--- src/rtl/traffic_light_controller.sv ---
`default_nettype none
// ============================================================================
// Module   : traffic_light_controller
// Purpose  : Two-way (NS / EW) intersection controller. Four-phase Moore FSM
//            with a built-in phase timer. NS is the rest direction; vehicle
//            detectors decide when a green phase ends once its minimum time
//            has elapsed.
// Ports    : clk                - system clock, rising-edge active
//            rst_n              - synchronous active-low reset
//            NS_VEHICLE_DETECT  - vehicle waiting on NS approach (level)
//            EW_VEHICLE_DETECT  - vehicle waiting on EW approach (level)
//            NS_RED/YELLOW/GREEN, EW_RED/YELLOW/GREEN - lamp drives
//            phase              - 0=NS_GO, 1=NS_WARN, 2=EW_GO, 3=EW_WARN
//            phase_timer        - cycles spent in current phase (saturating)
// Revision : 1.0 - initial release
// ============================================================================
module traffic_light_controller #(
    parameter int NS_GREEN_TIME = 32,
    parameter int EW_GREEN_TIME = 16,
    parameter int YELLOW_TIME   = 4,
    parameter int TIMER_W       = 5
) (
    input  logic               clk,
    input  logic               rst_n,
    input  logic               NS_VEHICLE_DETECT,
    input  logic               EW_VEHICLE_DETECT,
    output logic               NS_RED,
    output logic               NS_YELLOW,
    output logic               NS_GREEN,
    output logic               EW_RED,
    output logic               EW_YELLOW,
    output logic               EW_GREEN,
    output logic [1:0]         phase,
    output logic [TIMER_W-1:0] phase_timer
);

    typedef enum logic [1:0] {
        NS_GO   = 2'd0,
        NS_WARN = 2'd1,
        EW_GO   = 2'd2,
        EW_WARN = 2'd3
    } phase_e;

    // Terminal timer value for each phase (duration minus one).
    localparam logic [TIMER_W-1:0] C_NS_LAST = TIMER_W'(NS_GREEN_TIME - 1);
    localparam logic [TIMER_W-1:0] C_EW_LAST = TIMER_W'(EW_GREEN_TIME - 1);
    localparam logic [TIMER_W-1:0] C_YL_LAST = TIMER_W'(YELLOW_TIME - 1);

    phase_e               phase_q, phase_d;
    logic [TIMER_W-1:0]   timer_q, timer_d;
    logic [TIMER_W-1:0]   last_val;
    logic                 expired;
    logic                 advance;

    // Next-state and timer logic.
    always_comb begin
        last_val = C_YL_LAST;
        advance  = 1'b0;
        phase_d  = phase_q;
        timer_d  = timer_q;

        case (phase_q)
            NS_GO:   last_val = C_NS_LAST;
            EW_GO:   last_val = C_EW_LAST;
            NS_WARN: last_val = C_YL_LAST;
            EW_WARN: last_val = C_YL_LAST;
        endcase

        expired = (timer_q == last_val);

        case (phase_q)
            // NS green is held indefinitely until EW demand appears.
            NS_GO:   advance = expired && EW_VEHICLE_DETECT;
            NS_WARN: advance = expired;
            // EW yields when NS has demand (NS wins ties) or EW demand is gone.
            EW_GO:   advance = expired && (NS_VEHICLE_DETECT || !EW_VEHICLE_DETECT);
            EW_WARN: advance = expired;
        endcase

        if (advance) begin
            phase_d = phase_e'(phase_q + 2'd1);
            timer_d = '0;
        end else if (!expired) begin
            timer_d = timer_q + TIMER_W'(1);
        end
    end

    always_ff @(posedge clk) begin
        if (!rst_n) begin
            phase_q <= NS_GO;
            timer_q <= '0;
        end else begin
            phase_q <= phase_d;
            timer_q <= timer_d;
        end
    end

    // Lamp decode straight from the phase register; exactly one lamp per
    // direction, and the direction not in GO/WARN is always red.
    always_comb begin
        NS_RED    = 1'b0;
        NS_YELLOW = 1'b0;
        NS_GREEN  = 1'b0;
        EW_RED    = 1'b0;
        EW_YELLOW = 1'b0;
        EW_GREEN  = 1'b0;
        case (phase_q)
            NS_GO:   begin NS_GREEN  = 1'b1; EW_RED    = 1'b1; end
            NS_WARN: begin NS_YELLOW = 1'b1; EW_RED    = 1'b1; end
            EW_GO:   begin NS_RED    = 1'b1; EW_GREEN  = 1'b1; end
            EW_WARN: begin NS_RED    = 1'b1; EW_YELLOW = 1'b1; end
        endcase
    end

    assign phase       = phase_q;
    assign phase_timer = timer_q;

endmodule
`default_nettype wire

--- config.mk ---
export PLATFORM = sky130hd
export DESIGN_NAME = traffic_light_controller
export DESIGN_NICKNAME = d
export VERILOG_FILES = /design/src/rtl/traffic_light_controller.sv
export SDC_FILE = /design/constraint.sdc
export NUM_CORES = 1
export LEC_CHECK = 0
export BUFFER_PORTS_ARGS = -buffer_cell sky130_fd_sc_hd__buf_2
export CORE_AREA = 2 2 39 41
export CTS_BUF_LIST = sky130_fd_sc_hd__clkbuf_8
export DETAILED_ROUTE_END_ITERATION = 8
export DIE_AREA = 0 0 41 43
export SYNTH_ARGS = -nofsm -noshare
export SYNTH_HDL_FRONTEND = slang
export SYNTH_SLANG_ARGS = --single-unit
--- constraint.sdc ---
create_clock -name clk -period 1.9 [get_ports clk]
set_input_delay 0.095 -clock clk [delete_from_list [all_inputs] [get_ports clk]]
set_output_delay 0.095 -clock clk [all_outputs]
set_load 0.05 [all_outputs]
==> out/metrics.cfg, run 1 <==
[finish]
multi_input_area_sq_um = 343
syn2layout_area_growth_pct = 43.8
fillers = 132
regArea_sq_um = 145
drive_above_1_share = 0.500
final_cells = 98
finalNetCount = 92
fin_util = 0.514
num_antenna_cells = 0

[synthesis]
synthMuxAreaShare = 0.0405
synthAdderAreaFrac = 0.127
syn_area_per_cell_sq_um = 8.99
synth_cell_types = 24
synth_top_area_share = 0.284
synth_most_common_cell = dfxtp_1
synth_edf_count = 0
netlist_area_sq_um = 494
synth-async-reset-ratio = 0
ys_seq_elements = 7
ys_seq_area_frac = 0.284
synth_top_cell_by_area = dfxtp_1
synth.area.top_cells = dfxtp_1 28%, ha_1 13%, a211oi_2 5.1%
ys.flop_type = dfxtp_1
synth_common_cells = 7 x dfxtp_1, 6 x nand2_1, 5 x ha_1
synth-simple-area-share = 0.248
yosysWarnings = 0
syn_inst = 55
synth_xor_area_frac = 0
synth_top_family_by_area = compound AO/OA/AOI/OAI gates
synth-compound-area-share = 0.248
synthesis.nets = 64

[clock_tree]
clkTransAtPathRegs_ps = 40
cts.sinks = 7
clock-root-buffer = clkbuf_8
cts_buffers = 3
clk-insertion-delay-late_ps = 230
tritoncts = done
post_cts_resized = 0
htree_levels = 1
cts_max_path_buffers = 2

[sta]
tightest_slew_ps = 383
rsz0062_at_grt = yes
period_share = 0.967
skew_ps = 0.855
finalHoldViolCount = 0
max_slew_margin = 0.744
slew_violations = 0
fmax_mhz = 544
layout_min_cycle_time_ps = 1840
setup_violations = 0

[power_and_ir_drop]
combPwrFrac = 0.137
p_per_area_mw_per_mm2 = 597
p_clk_frac = 0.492
switching_power_w = 0.000113
ir_drop_mv = 0.376
p_int_w = 0.000312
p_leak_nw = 0.316
swShare = 0.266
power_frac_seq = 0.371

[floorplan]
die_w_um = 41
start_util = 0.357
core_area_sq_mm = 0.00138
fp.dieH_um = 43
dieArea_sq_mm = 0.00176
floorplan.rows = 14
io-pin-count = 17

[global_routing]
grt_pass1_vias = 449
antenna_found_initial = 0
groute.usage.overall = 0.177
grt_first_pass_wirelength_um = 2010
gr-total-overflow = 0
grt_max_degree = 11

[worst_hold_path]
min_path_type = primary input to flip-flop

[placement]
placedCellCount = 90
place_hpwl_um = 894
portBuffers = 16
gp_congestion = 0.724

[drt]
drtPass1Iterations = 4
drc_errors = 0
postRouteAntennaNets = 0
vias = 517
via_per_inst = 5.28
drtIter0Drc = 1
wl_um = 1220
drt-wirelength-per-cell_um = 12.4

[critical_path]
path_max_fanout = 5
worstPathRequired_ps = 2050
worstPathArrival_ps = 1990
cp-start-kind = flip-flop
r2r_setup_slack_ps = 60
path_class = flip-flop to flip-flop
worstSetupEndpointType = flip-flop

[run]
drv_cap = 0

[run_status]
status = finished clean

power by group through the flow:
stage	Combinational (W)	Sequential (W)	Clock [W]
after global placement	0.0000580	0.000160	0
after global routing	0.0000623	0.000158	0.000222
after CTS	0.0000582	0.000157	0.000215
final	0.0000582	0.000157	0.000209
after floorplan	0.0000233	0.000177	0
after detailed placement	0.0000577	0.000160	0
timing repair:
item                       in CTS  in global routing
setup endpoints to repair       0                  4
hold buffers                    0                  0
setup buffers                   0                  4
logic make-up after synthesis:
group | count (synthesis)
fa+ha+maj | 5
mux | 2
buf+inv | 5
flops | 7
simple gates | 21
compound gates | 15
cell usage in the layout, fill, tap and decap left out, drive strengths merged:
| cell | n |
|---|---|
| a21oi | 4 |
| nand3b | 2 |
| a2111o | 1 |
| and4 | 1 |
| o211ai | 2 |
| clkbuf | 3 |
| a311oi | 1 |
| inv | 5 |
| ha | 5 |
| buf | 24 |
| or3 | 2 |
| dfxtp | 7 |
| o2111ai | 2 |
| nand2 | 6 |
| nand3 | 4 |
| mux2i | 2 |
| nand2b | 1 |
| a211oi | 2 |
| or2 | 3 |
| nor3 | 1 |
| a31oi | 2 |
| a41oi | 1 |
| nand4 | 1 |
path summary, 6_finish.rpt:
kind / end / from / depth (start not counted)
setup / recovery: phase[0] / phase[0] / 6
hold / removal: phase[1] / rst_n / 3
setup reg to reg: phase[0] / phase[0] / 6
hold reg to reg: phase[1] / phase[1] / 2
sequential cells by signal, indices dropped and copies added (netlist names):
register / cells
phase: 2
phase_timer: 5
worst max-delay path: stages (launching register included):
cell,delay [ps]
dfxtp_4,350
inv_4,40
ha_4,160
or3_4,330
a2111o_1,470
a21oi_2,220
mux2i_1,190
per-stage QoR:
stage          setup TNS (ps)  setup WS, ps  instance area (sq um)  hold slack, ps  total power [W]
2_1_floorplan           -71.2         -35.7                    517             232         0.000201
6_report                    0          62.7                    711             142         0.000424
4_1_cts                     0          54.9                    681             141         0.000430
5_1_grt                 -17.7         -17.3                    711             176         0.000442
3_5_place_dp                0          63.9                    636             386         0.000217
3_3_place_gp                0          99.6                    636             380         0.000218
layout make-up:
cell class                      instances  share of cell area
Multi-Input combinational cell         43               0.482
Sequential cell                         7               0.204
Timing Repair Buffer                   24               0.197
Clock buffer                            3              0.0581
Tap cell                               16              0.0282
Inverter                                4              0.0246
Clock inverter                          1             0.00528
routing by layer:
| metal | GRT usage | up-vias | routed length [um] | share of wire |
|---|---|---|---|---|
| li1 | - | 263 | - | - |
| met2 | 0.234 | 12 | 596 | 0.49 |
| met3 | 0.0785 | 5 | 58 | 0.048 |
| met1 | 0.211 | 237 | 526 | 0.43 |
| met5 | 0 | - | 0 | 0 |
| met4 | 0.140 | 0 | 38 | 0.031 |
Power figures use the tool's default switching activity.
==> run 2: changes to the inputs <==
- BUFFER_PORTS_ARGS: -buffer_cell sky130_fd_sc_hd__buf_2 -> -buffer_cell sky130_fd_sc_hd__buf_4
- SETUP_SLACK_MARGIN: not set -> 0.15
- clock period: 1.9 -> 1.75 ns (I/O delays scaled with it)
==> out/metrics.cfg, run 2 (synthesis gave the netlist of run 1 again) <==
[finish]
regArea_sq_um = 150  ; +3.4%
mostFrequentLayoutCell = buf_4
multi_input_area_sq_um = 369  ; +7.7%
fillers = 134  ; +1.5%
layout_common_cells = 24 x buf_4, 6 x nand2_1, 4 x nand3_1, 4 x inv_1, 4 x buf_6
drive_above_1_share = 0.581  ; +0.0814
largest_register_ffs = 5  ; unchanged
num_antenna_cells = 0  ; unchanged
syn2layout_area_growth_pct = 67.3
fin_util = 0.598  ; +0.0841
finalNetCount = 96  ; +4.3%

[sta]
slew_violations = 0  ; unchanged
tightest_slew_ps = 288  ; -95.7 ps
setup_violations = 2  ; +2
fmax_mhz = 563  ; +3.4%
setup_slack_ps = -27.4  ; -90.1 ps
rsz0062_at_grt = yes
layout_min_cycle_time_ps = 1780  ; -59.9 ps
hold_ws_ps = 138  ; -4.12 ps
skew_ps = 4.32  ; +3.46 ps
max_slew_margin = 0.808  ; +0.0637
period_share = 1.02  ; +0.0487
finalHoldViolCount = 0  ; unchanged

[clock_tree]
cts.sinks = 7  ; unchanged
cts_max_path_buffers = 2  ; unchanged
cts_buffers = 3  ; unchanged
htree_levels = 1  ; unchanged
clk-insertion-delay-late_ps = 230  ; about the same
clock-root-buffer = clkbuf_8
clkTransAtPathRegs_ps = 40  ; about the same
tritoncts = done

[global_routing]
antenna_found_initial = 0  ; unchanged
grt_first_pass_wirelength_um = 2130  ; +5.9%
grt_max_degree = 11  ; unchanged
gr-total-overflow = 0  ; unchanged
groute.usage.overall = 0.185  ; +0.00757
grt_pass1_vias = 471  ; +4.9%

[power_and_ir_drop]
p_per_area_mw_per_mm2 = 562  ; -5.9%
swShare = 0.258  ; -0.00793
combPwrFrac = 0.156  ; +0.019
switching_power_w = 0.000120  ; +6.3%
p_clk_frac = 0.476  ; -0.016
p_leak_nw = 0.345  ; +9.0%
power_frac_seq = 0.369  ; -0.002
ir_drop_mv = 0.466  ; +24%
p_int_w = 0.000345  ; +11%

[critical_path]
worstSetupEndpointType = flip-flop
crit_family = compound AO/OA/AOI/OAI gates
cp-start-kind = flip-flop
max_stage_delay_ps = 420  ; -50 ps
worstPathArrival_ps = 1930  ; -60 ps
worstPathRequired_ps = 1900  ; -150 ps
path_class = flip-flop to flip-flop
cp_cell_sequence = inv_4 -> ha_4 -> or3_4 -> a2111o_1 -> a21oi_2 -> mux2i_1
crit_buf_inv = 1  ; unchanged
slowest_stage = a2111o_1
path_max_fanout = 3  ; -2

[floorplan]
fp.dieH_um = 43  ; unchanged
die_w_um = 41  ; unchanged
dieArea_sq_mm = 0.00176  ; unchanged
io-pin-count = 17  ; unchanged
core_area_sq_mm = 0.00138  ; unchanged
floorplan.rows = 14  ; unchanged
start_util = 0.357  ; unchanged

[drt]
drtIter0Drc = 13  ; +12
wl_um = 1360  ; +12%
via_per_inst = 5.26  ; -0.20%
drc_errors = 0  ; unchanged
drtPass1Iterations = 4  ; unchanged
drt-wirelength-per-cell_um = 13.4  ; +7.3%
vias = 537  ; +3.9%
postRouteAntennaNets = 0  ; unchanged

[run_status]
status = complete, but fails checks
violations = setup timing

[worst_hold_path]
min_path_type = primary input to flip-flop

[placement]
portBuffers = 16  ; unchanged
gp_congestion = 0.734  ; +1.4%
place_hpwl_um = 933  ; +4.4%

[run]
drv_cap = 0  ; unchanged

[run 2: changes by cell type in the layout (fill, tap and decap cells not counted), moves of 2 or more]
| cell | delta |
|---|---|
| dfxtp_1 | -2 |
| a211oi_4 | +2 |
| a211oi_2 | -2 |
| buf_4 | +16 |
| buf_2 | -16 |
| ha_1 | -2 |
| buf_6 | +4 |
| ha_2 | +2 |
[run 2: what timing repair did]
| item | 4_1_cts | 5_1_grt |
|---|---|---|
| setup endpoints to repair | 7 | 9 |
| hold buffers | 0 | 0 |
| resized for setup | 1 | 9 |
| gates cloned | 0 | 0 |
| buffers inserted | 4 | 1 |
| pin swaps | 2 | 4 |
[run 2: final cells by class]
type                    count  share of cell area
multi-input cells          43               0.446
repair buffers             28               0.272
clock inverters             1             0.00454
flip-flops and latches      7               0.182
inverters                   4              0.0212
well taps                  16              0.0242
clock buffers               3              0.0499
[run 2: final timing paths]
check,from,end,slack [ps],depth (start not counted)
hold reg to reg,phase[1],phase[1],510,2
hold / removal,rst_n,phase[1],140,3
setup / recovery,phase[0],phase[0],-30,6
setup reg to reg,phase[0],phase[0],-30,6
[run 2: worst min-delay path, delay by kind of cell]
kind                   cells  cell delay, ps
buffers and inverters      1             130
muxes                      1              50
and+or+nand+nor            1              60
[run 2: power groups by stage]
stage | Combinational [W] | Clock, W | Sequential [W]
final | 0.0000725 | 0.000221 | 0.000171
after global routing | 0.0000793 | 0.000235 | 0.000172
after CTS | 0.0000694 | 0.000229 | 0.000173
after detailed placement | 0.0000690 | 0 | 0.000175
after global placement | 0.0000687 | 0 | 0.000175
after floorplan | 0.0000265 | 0 | 0.000194
[run 2: routing by layer]
| layer | GRT usage | wire, um | up-vias |
|---|---|---|---|
| met3 | 0.0942 | 58 | 0 |
| met4 | 0.0600 | 0 | 0 |
| met1 | 0.248 | 589 | 259 |
| met2 | 0.250 | 715 | 10 |
| li1 | - | - | 268 |
| met5 | 0 | 0 | - |
[run 2: per-stage QoR]
step	std cells	total power [W]	cell area, sq um	TNS, ps	setup slack, ps
3_3_place_gp	93	0.000243	708	0	25.2
5_1_grt	102	0.000486	827	-204	-97.6
2_1_floorplan	55	0.000220	527	-507	-185
3_5_place_dp	93	0.000244	708	-14.3	-7.34
4_1_cts	101	0.000471	786	0	3.69
6_report	102	0.000465	827	-50.6	-27.4
==> run 3: changes to the inputs <==
- PLACE_DENSITY_LB_ADDON: not set -> 0.2
==> out/metrics.cfg, run 3 (synthesis gave the netlist of run 1 again) <==
[floorplan]
core_area_sq_mm = 0.00138  ; unchanged
floorplan.rows = 14  ; unchanged
io-pin-count = 17  ; unchanged
dieArea_sq_mm = 0.00176  ; unchanged
fp.dieH_um = 43  ; unchanged
die_w_um = 41  ; unchanged
start_util = 0.357  ; unchanged

[sta]
setup_slack_ps = -45.4  ; -18.0 ps
max_slew_margin = 0.808  ; +0.000828
layout_min_cycle_time_ps = 1800  ; +18.0 ps
slew_violations = 0  ; unchanged
rsz0062_at_grt = yes
period_share = 1.03  ; +0.0103
finalHoldViolCount = 0  ; unchanged
skew_ps = 1.01  ; -3.30 ps
setup_violations = 4  ; +2
fmax_mhz = 557  ; -1.0%
tightest_slew_ps = 287  ; -0.710 ps

[worst_hold_path]
min_from = rst_n
min_path_type = primary input to flip-flop
hold_depth = 3  ; unchanged
worstHoldEndpoint = phase[1]

[critical_path]
slowest_stage = a2111o_1
r2r-end = phase[0]
worstPathRequired_ps = 1900  ; about the same
worstSetupEndpointType = flip-flop
r2r_setup_slack_ps = -50  ; -20 ps
path_class = flip-flop to flip-flop
path_max_fanout = 3  ; unchanged
worstPathArrival_ps = 1940  ; about the same
max_stage_delay_ps = 430  ; about the same
worst-path-stages = 6  ; unchanged
crit_family = compound AO/OA/AOI/OAI gates
cp_cell_sequence = inv_4 -> ha_4 -> or3_4 -> a2111o_1 -> a21oi_2 -> mux2i_1
crit_buf_inv = 1  ; unchanged
rr_startpoint = phase[0]
reg2reg_depth = 6  ; unchanged
cp-start-kind = flip-flop

[placement]
placedCellCount = 95  ; +2.2%
portBuffers = 16  ; unchanged
place_hpwl_um = 988  ; +5.9%
dpl_cell_area_sq_um = 723  ; +2.1%
gp_congestion = 0.729  ; -0.69%

[global_routing]
antenna_found_initial = 0  ; unchanged
gr-total-overflow = 0  ; unchanged
grt_pass1_vias = 563  ; +20%
grt_first_pass_wirelength_um = 2510  ; +18%
grt_max_degree = 11  ; unchanged
groute.usage.overall = 0.211  ; +0.0261

[finish]
finalNetCount = 99  ; +3.1%
final_cells = 105  ; +2.9%
drive_above_1_share = 0.629  ; +0.0478
syn2layout_area_growth_pct = 80.8
regArea_sq_um = 148  ; -1.7%
layout_common_cells = 23 x buf_4, 7 x buf_6, 6 x nand2_1
num_antenna_cells = 0  ; unchanged
multi_input_area_sq_um = 397  ; +7.5%
fin_util = 0.646  ; +0.0479
largest_register_ffs = 5  ; unchanged
fillers = 113  ; -16%
fin_area_sq_um = 893  ; +8.0%
mostFrequentLayoutCell = buf_4

[run]
drv_cap = 0  ; unchanged

[drt]
vias = 571  ; +6.3%
drt-wirelength-per-cell_um = 14.3  ; +7.1%
postRouteAntennaNets = 0  ; unchanged
drtPass1Iterations = 4  ; unchanged
drc_errors = 0  ; unchanged
via_per_inst = 5.44  ; +3.3%
drtIter0Drc = 22  ; +9
wl_um = 1500  ; +10%

[clock_tree]
cts.sinks = 7  ; unchanged
cts_max_path_buffers = 2  ; unchanged
clkTransAtPathRegs_ps = 40  ; about the same
clk-insertion-delay-late_ps = 230  ; about the same
tritoncts = done
clock-root-buffer = clkbuf_8
htree_levels = 1  ; unchanged
cts_buffers = 3  ; unchanged

[run_status]
status = complete, but fails checks
violations = setup timing

[power_and_ir_drop]
power_w = 0.000485  ; +4.3%
ir_drop_mv = 0.327  ; -30%
p_leak_nw = 0.378  ; +9.9%
p_per_area_mw_per_mm2 = 543  ; -3.4%

[run 3: final cells by class]
cell class / count / share of cell area
Tap cell: 16 / 0.0224
Clock inverter: 1 / 0.00420
Sequential cell: 7 / 0.165
Timing Repair Buffer: 31 / 0.298
Inverter: 4 / 0.0196
Clock buffer: 3 / 0.0462
Multi-Input combinational cell: 43 / 0.444
[run 3: tightest hold or removal path, stage by stage]
cell,delay [ps]
buf_4,130
nand2_1,60
mux2i_1,50
[run 3: layer usage]
layer	global-route usage	vias up	part of all wire
met4	0.107	0	0.012
li1	-	277	-
met1	0.265	282	0.43
met3	0.0471	2	0.034
met5	0	-	0
met2	0.322	10	0.52
[run 3: how the worst max path moves through the flow]
| stage | start | endpoint |
|---|---|---|
| after floorplan | phase[0] | phase[1] |
| after global placement | phase[0] | phase[0] |
| after detailed placement | phase[0] | phase[0] |
| after CTS | phase[0] | phase[0] |
| after global routing | phase[0] | phase[1] |
| final | phase[0] | phase[0] |
[run 3: power breakdown]
| part | internal [W] | total (W) | switching, W |
|---|---|---|---|
| Combinational | 0.0000360 | 0.0000837 | 0.0000477 |
| Sequential | 0.000165 | 0.000172 | 0.00000662 |
| Clock | 0.000152 | 0.000229 | 0.0000770 |
[run 3: timing repair]
action / 4_1_cts / 5_1_grt
pin swaps: 9 / 6
hold buffers: 0 / 0
setup endpoints to repair: 7 / 9
buffers inserted: 5 / 1
gates resized for setup: 8 / 11
[run 3: stage by stage]
| stage | hold slack (ps) | setup slack, ps | TNS, ps |
|---|---|---|---|
| 3_3_place_gp | 374 | 7.31 | 0 |
| 5_1_grt | 159 | -150 | -519 |
| 2_1_floorplan | 225 | -185 | -507 |
| 6_report | 139 | -45.4 | -106 |
| 3_5_place_dp | 382 | -43.3 | -63.5 |
| 4_1_cts | 145 | -63.6 | -107 |
